[config.mk]
export PLATFORM = sky130hd
export DESIGN_NAME = c3lib_rst_seq
export DESIGN_NICKNAME = d
export VERILOG_FILES = /design/src/rtl/c3lib_rst_seq_pkg.sv /design/src/rtl/c3lib_rst_seq.sv
export SDC_FILE = /design/constraint.sdc
export NUM_CORES = 1
export LEC_CHECK = 0
export ABC_AREA = 1
export ABC_CLOCK_PERIOD_IN_PS = 3280
export CAP_MARGIN = 25
export CORE_ASPECT_RATIO = 0.9
export CORE_MARGIN = 2
export CORE_UTILIZATION = 65
export DETAILED_ROUTE_END_ITERATION = 12
export DONT_BUFFER_PORTS = 1
export PLACE_DENSITY_LB_ADDON = 0.1
export SKIP_CTS_REPAIR_TIMING = 1
export SLEW_MARGIN = 20
export SYNTH_ARGS = -nofsm -noshare
export SYNTH_HDL_FRONTEND = slang
export SYNTH_SLANG_ARGS = --single-unit
[constraint.sdc]
create_clock -name clk -period 3.28 [get_ports clk]
set_clock_uncertainty 0.2 [all_clocks]
set_input_delay 0.328 -clock clk [delete_from_list [all_inputs] [get_ports clk]]
set_output_delay 0.328 -clock clk [all_outputs]
set_load 0.005 [all_outputs]
[src/rtl/c3lib_rst_seq_pkg.sv]
// Shared types and helpers for the staged reset release sequencer.
package c3lib_rst_seq_pkg;

    typedef enum logic [2:0] {
        S_HOLD    = 3'd0,
        S_RELEASE = 3'd1,
        S_DONE    = 3'd2,
        S_SWHOLD  = 3'd3,
        S_SWWAIT  = 3'd4
    } rst_seq_state_e;

    // Counter width: max(1, $clog2(dly)).
    function automatic int unsigned cnt_width(input int unsigned dly);
        int unsigned w;
        w = $clog2(dly);
        return (w < 1) ? 1 : w;
    endfunction

endpackage

[src/rtl/c3lib_rst_seq.sv]
// Releases NUM_STAGES active-low resets in index order, DLY_CYCLES apart, with a
// software re-reset req/ack handshake and a scan-mode bypass on the stage outputs.
module c3lib_rst_seq
    import c3lib_rst_seq_pkg::*;
#(
    parameter int unsigned NUM_STAGES = 4,
    parameter int unsigned DLY_CYCLES = 16
) (
    input  logic                  clk,
    input  logic                  rst_n,
    input  logic                  scan_mode_n,
    input  logic                  rst_n_bypass,
    input  logic                  sw_rst_req,
    output logic [NUM_STAGES-1:0] stage_rst_n,
    output logic                  seq_done,
    output logic                  sw_rst_ack
);

    localparam int unsigned     CW       = cnt_width(DLY_CYCLES);
    localparam int unsigned     IW       = $clog2(NUM_STAGES + 1);
    localparam logic [CW-1:0]   CNT_LAST = CW'(DLY_CYCLES - 1);
    localparam logic [IW-1:0]   IDX_LAST = IW'(NUM_STAGES - 1);

    rst_seq_state_e        state_q, state_d;
    logic [CW-1:0]         cnt_q, cnt_d;
    logic [IW-1:0]         idx_q, idx_d;
    logic [NUM_STAGES-1:0] stage_q, stage_d;
    logic                  done_q, done_d;
    logic                  ack_q, ack_d;
    logic                  cnt_wrap;

    assign cnt_wrap = (cnt_q == CNT_LAST);

    always_ff @(posedge clk or negedge rst_n) begin
        if (!rst_n) begin
            state_q <= S_HOLD;
            cnt_q   <= '0;
            idx_q   <= '0;
            stage_q <= '0;
            done_q  <= 1'b0;
            ack_q   <= 1'b0;
        end else begin
            state_q <= state_d;
            cnt_q   <= cnt_d;
            idx_q   <= idx_d;
            stage_q <= stage_d;
            done_q  <= done_d;
            ack_q   <= ack_d;
        end
    end

    always_comb begin
        state_d = state_q;
        cnt_d   = cnt_q;
        idx_d   = idx_q;
        stage_d = stage_q;
        done_d  = done_q;
        ack_d   = ack_q;

        unique case (state_q)
            S_HOLD, S_RELEASE: begin
                cnt_d = cnt_q + 1'b1;
                if (cnt_wrap) begin
                    cnt_d = '0;
                    idx_d = idx_q + 1'b1;
                    for (int unsigned i = 0; i < NUM_STAGES; i++) begin
                        if (idx_q == IW'(i)) begin
                            stage_d[i] = 1'b1;
                        end
                    end
                    if (idx_q == IDX_LAST) begin
                        state_d = S_DONE;
                        done_d  = 1'b1;
                    end else begin
                        state_d = S_RELEASE;
                    end
                end
            end
            S_DONE: begin
                if (sw_rst_req) begin
                    stage_d = '0;
                    done_d  = 1'b0;
                    cnt_d   = '0;
                    state_d = S_SWHOLD;
                end
            end
            S_SWHOLD: begin
                cnt_d = cnt_q + 1'b1;
                if (cnt_wrap) begin
                    cnt_d   = '0;
                    ack_d   = 1'b1;
                    state_d = S_SWWAIT;
                end
            end
            S_SWWAIT: begin
                if (!sw_rst_req) begin
                    ack_d   = 1'b0;
                    idx_d   = '0;
                    cnt_d   = '0;
                    state_d = S_RELEASE;
                end
            end
            default: begin
                state_d = S_HOLD;
            end
        endcase
    end

    // Same ternary form as c3lib_rstsync so scan DRC handles both identically.
    assign stage_rst_n = scan_mode_n ? stage_q : {NUM_STAGES{rst_n_bypass}};
    assign seq_done    = done_q;
    assign sw_rst_ack  = ack_q;

endmodule
* After elaboration in Yosys (flattened, before gate mapping)
Index checks and enable logic that the tools add are counted.
** Word-level totals
- Flip-flop bits (word level) :: 16
- Input port bits :: 5
- Output and inout bits :: 6
- Word-level logic and storage cells :: 69
** Operators by class
- Add/sub/neg operators :: 2
- Equality and inequality tests :: 16
- Mux-type cells :: 26
- Reduce and logical (&&, ||, !) cells :: 16
** Operator list (number)
- 2-to-1 mux 4 bit :: 5
- AND reduction 4 bit :: 5
- 2-to-1 mux 3 bit :: 6
- != test 2 bit (second input constant) :: 8
- == test 3 x 2 -> 1 bit (second input constant) :: 4
- one-hot mux 3 bit (4 select lines) :: 1
- one-hot mux 4 bit (3 select lines) :: 1
- AND reduction 3 bit :: 3
- 2-to-1 mux 1 bit :: 8
- one-hot mux 4 bit (2 select lines) :: 1
- == test 3 x 1 -> 1 bit (second input constant) :: 2
- logical NOT 3 bit :: 2
- one-hot mux 3 bit (2 select lines) :: 1
- nonzero test 2 bit :: 3
- adder 4 x 1 -> 4 bit (second input constant) :: 1
- == test 4 bit (second input constant) :: 1
- one-hot mux 1 bit (2 select lines) :: 2
- adder 3 x 1 -> 3 bit (second input constant) :: 1
- == test 3 bit (second input constant) :: 1
- nonzero test 3 bit :: 1
- OR reduction 3 bit :: 1
- 2-to-1 mux 2 bit :: 1
- OR reduction 2 bit :: 1

* Longest topological paths before layout
- Word-level depth :: 4
- Mapped depth :: 8

* Worst setup path after synthesis
No wires, ideal clock.
- Kind :: flip-flop to flip-flop
- From :: register cnt_q[0]
- To :: register stage_q[2]
- Data arrival time :: 1.046 ns
- Required time :: 2.959 ns
- Path slack :: 1.913 ns
- Cell stages (with the launch flop) :: 8
- Buffers on the path :: 0
- Period minus slack after synthesis :: 1.367 ns
- Cells stage by stage :: dfrtp_1 > ha_1 > nand3_1 > nand2_2 > inv_1 > nor2_4 > nand3_1 > nand2_1
** On the way
- Cells in the longest elaborated chain, start to end :: 3
** RTL lines
- start: declaration :: RTL line c3lib_rst_seq.sv:25 : logic [CW-1:0] cnt_q, cnt_d;
- start signal: assignment :: RTL line c3lib_rst_seq.sv:44 : cnt_q <= cnt_d;
- == test 4 bit :: RTL line c3lib_rst_seq.sv:32 : assign cnt_wrap = (cnt_q == CNT_LAST);
- != test 2 bit (no line)
- AND reduction 4 bit (no line)
- end signal: assignment :: RTL line c3lib_rst_seq.sv:46 : stage_q <= stage_d;
- end: declaration :: RTL line c3lib_rst_seq.sv:27 : logic [NUM_STAGES-1:0] stage_q, stage_d;
No other way between the ends.
A chain may end at the register's enable or synchronous reset.

* Worst setup path in the final report
- From :: register cnt_q[0]
- To :: register stage_q[1]
Same word-level chain as after synthesis.

==> reports/metrics.cfg <==
[status]
status=completed

[placement]
post-dp-hpwl_um=1440
pre_cts_ws_ns=1.79
dp.cells=141
io_buffers=0
place.gp.congestion=0.933
postPlaceCellArea_um2=952

[sta]
rsz0062_at_grt=no
fin_setup_tns_ns=0
layout_setup_ws_ns=1.75
final-setup-viol-count=0
period_needed_ns=1.53
slew_viol_final=0
relSlewSlack_pct=56.3
period_share_pct=46.6
fmax_ghz=0.654
tightest_slew_ns=0.653
worst_hold_slack_ns=0.0833
hold_violations=0

[global_route]
grt_max_degree=16
grt_pass1_vias=732
grt_pass1_wl_um=3100
antenna_found_initial=0
grt_overflow_total=0
grt_util_all_layers_pct=25.1

[routing]
drc=0
vias_per_cell=5.67
vias=834
wl_um=1890
ant_nets=0
drtIter0Drc=35
avgRoutedWirePerCell_um=12.8
dr.pass1.iters=4

[final_layout]
nFillCells=128
layout.nets=144
utilization_pct=71.6
finalNonFillerCells=147
area_growth_pct=6.52
finish.instance_area_um2=1000
drive_gt1_share_pct=9.09
n_antenna_cell=0

[yosys]
synth_nets=138
ys_top_cells_by_area=dfrtp_1, nand2_1, ha_1
synth-compound-area-share_pct=8.78
ys.flop_type=dfrtp_1
yosys_register_bits=15
synth_top_area_cell=dfrtp_1
syn_area_um2=941
synth-async-reset-ratio_pct=100
ys_seq_area_share_pct=39.9
synth_edf_count=0
synth_top_family_by_area=simple AND/OR/NAND/NOR gates
yosys.cell_count.top_type=nand2_1
yosys.area_share.xor_xnor_pct=0.931
syn_inst=127
ys_top_cells_by_count=nand2_1, dfrtp_1, inv_1
synthMuxAreaShare_pct=0
synthDistinctLibCells=19
yosys.area_share.adder_pct=7.98
synth_top_area_share_pct=39.9
yosysWarningCount=0
synth-simple-area-share_pct=35.6
avgSynthCellArea_um2=7.41

[clocking]
clk_path_buf_depth=2
clockRootBuffer=clkbuf_4
path_clk_slew_ns=0.11
cts_sinks=15
insertion_delay_ns=0.30
htreeDepth=1
cts_tree=done
cts-buffers-inserted=3

[floorplan]
num_rows=13
fp.coreArea_um2=1400
die_w_um=44.1
die_h_um=40.1
io_pins=11
initial_utilization_pct=67.3
die-area_um2=1770

[hold_path]
hold_depth=2
min_to=state_q[2]
hold_class=input port to register
hold_start=sw_rst_req

[critical_path]
r2r_setup_slack_ns=1.75
cp-start-kind=register
worst_r2r_path_depth=7
r2r_start=cnt_q[0]
worstReg2RegEnd=stage_q[1]
required_ns=3.32
worstPathArrival_ns=1.57
critPathKind=register to register
crit_fanout=5
end_kind=register

[job]
drv_cap=0

[power_and_ir_drop]
p_leak_nw=0.541
power_density_nw_per_um2=827
ir_drop_mv=0.501
finalPower_uw=829

-- cell families (layout without fill, tap and decap cells) --
group           count (synthesis)  count (layout)
xor+xnor                        1               1
flops                          15              15
compound gates                 15              15
fa+ha+maj                       6               6
buf+inv                        16              21
simple gates                   74              74
-- cells in the final DEF (no fill, tap or decap) --
master         count
clkbuf_4           3
o21ai_1            2
nor2_1             6
inv_2              1
o21ai_0            8
inv_1             14
dfrtp_1           15
o211ai_1           1
ha_1               6
nand2_2            1
xor2_1             1
a21oi_1            2
o21bai_1           2
dlygate4sd3_1      2
or2_2              1
nand4_1            1
nor2_4             2
clkinvlp_4         1
nand2_1           47
nand3_1           13
nand3_2            3
-- how the worst max path moves through the flow --
stage	to	startpoint	slack (ns)
after CTS	stage_q[1]	cnt_q[0]	1.76
after floorplan	stage_q[2]	cnt_q[0]	1.91
final	stage_q[1]	cnt_q[0]	1.75
after global placement	stage_q[0]	cnt_q[0]	1.83
after detailed placement	stage_q[1]	cnt_q[0]	1.79
after global routing	stage_q[1]	cnt_q[0]	1.59
-- where the power goes --
part	switching (mW)	internal [mW]	total [mW]
Clock	0.0671	0.0464	0.114
Combinational	0.232	0.144	0.376
Sequential	0.0763	0.263	0.339
-- final cells by class --
| type | count | area (um^2) | share of cell area [%] |
|---|---|---|---|
| Clock buffer | 3 | 22.5 | 2.25 |
| Inverter | 15 | 56.3 | 5.62 |
| Tap cell | 15 | 18.8 | 1.87 |
| Multi-Input combinational cell | 96 | 502 | 50.1 |
| Sequential cell | 15 | 375 | 37.5 |
| Timing Repair Buffer | 2 | 20.0 | 2.00 |
| Clock inverter | 1 | 7.51 | 0.749 |
-- flip-flops by register name, indices dropped and copies added, names as in the netlist --
register    count
cnt_q           4
stage_q         4
idx_q           3
state_q         3
sw_rst_ack      1
-- layer usage --
metal  vias up  track usage [%]  routed length [um]
met5         -                0                   0
met3         4             5.41                 123
met2        34             43.0                 885
met1       378             31.3                 850
li1        418                -                   -
met4         0             9.85                  27
-- critical path, cell delays in order, from the launching register on --
cell and delay, ns:
dfrtp_1 0.41, ha_1 0.21, nand3_1 0.13, nand2_2 0.14, inv_1 0.08, nor2_4 0.14, nand3_1 0.09, nand2_1 0.08
No activity file was read; power rests on OpenSTA's default activity.
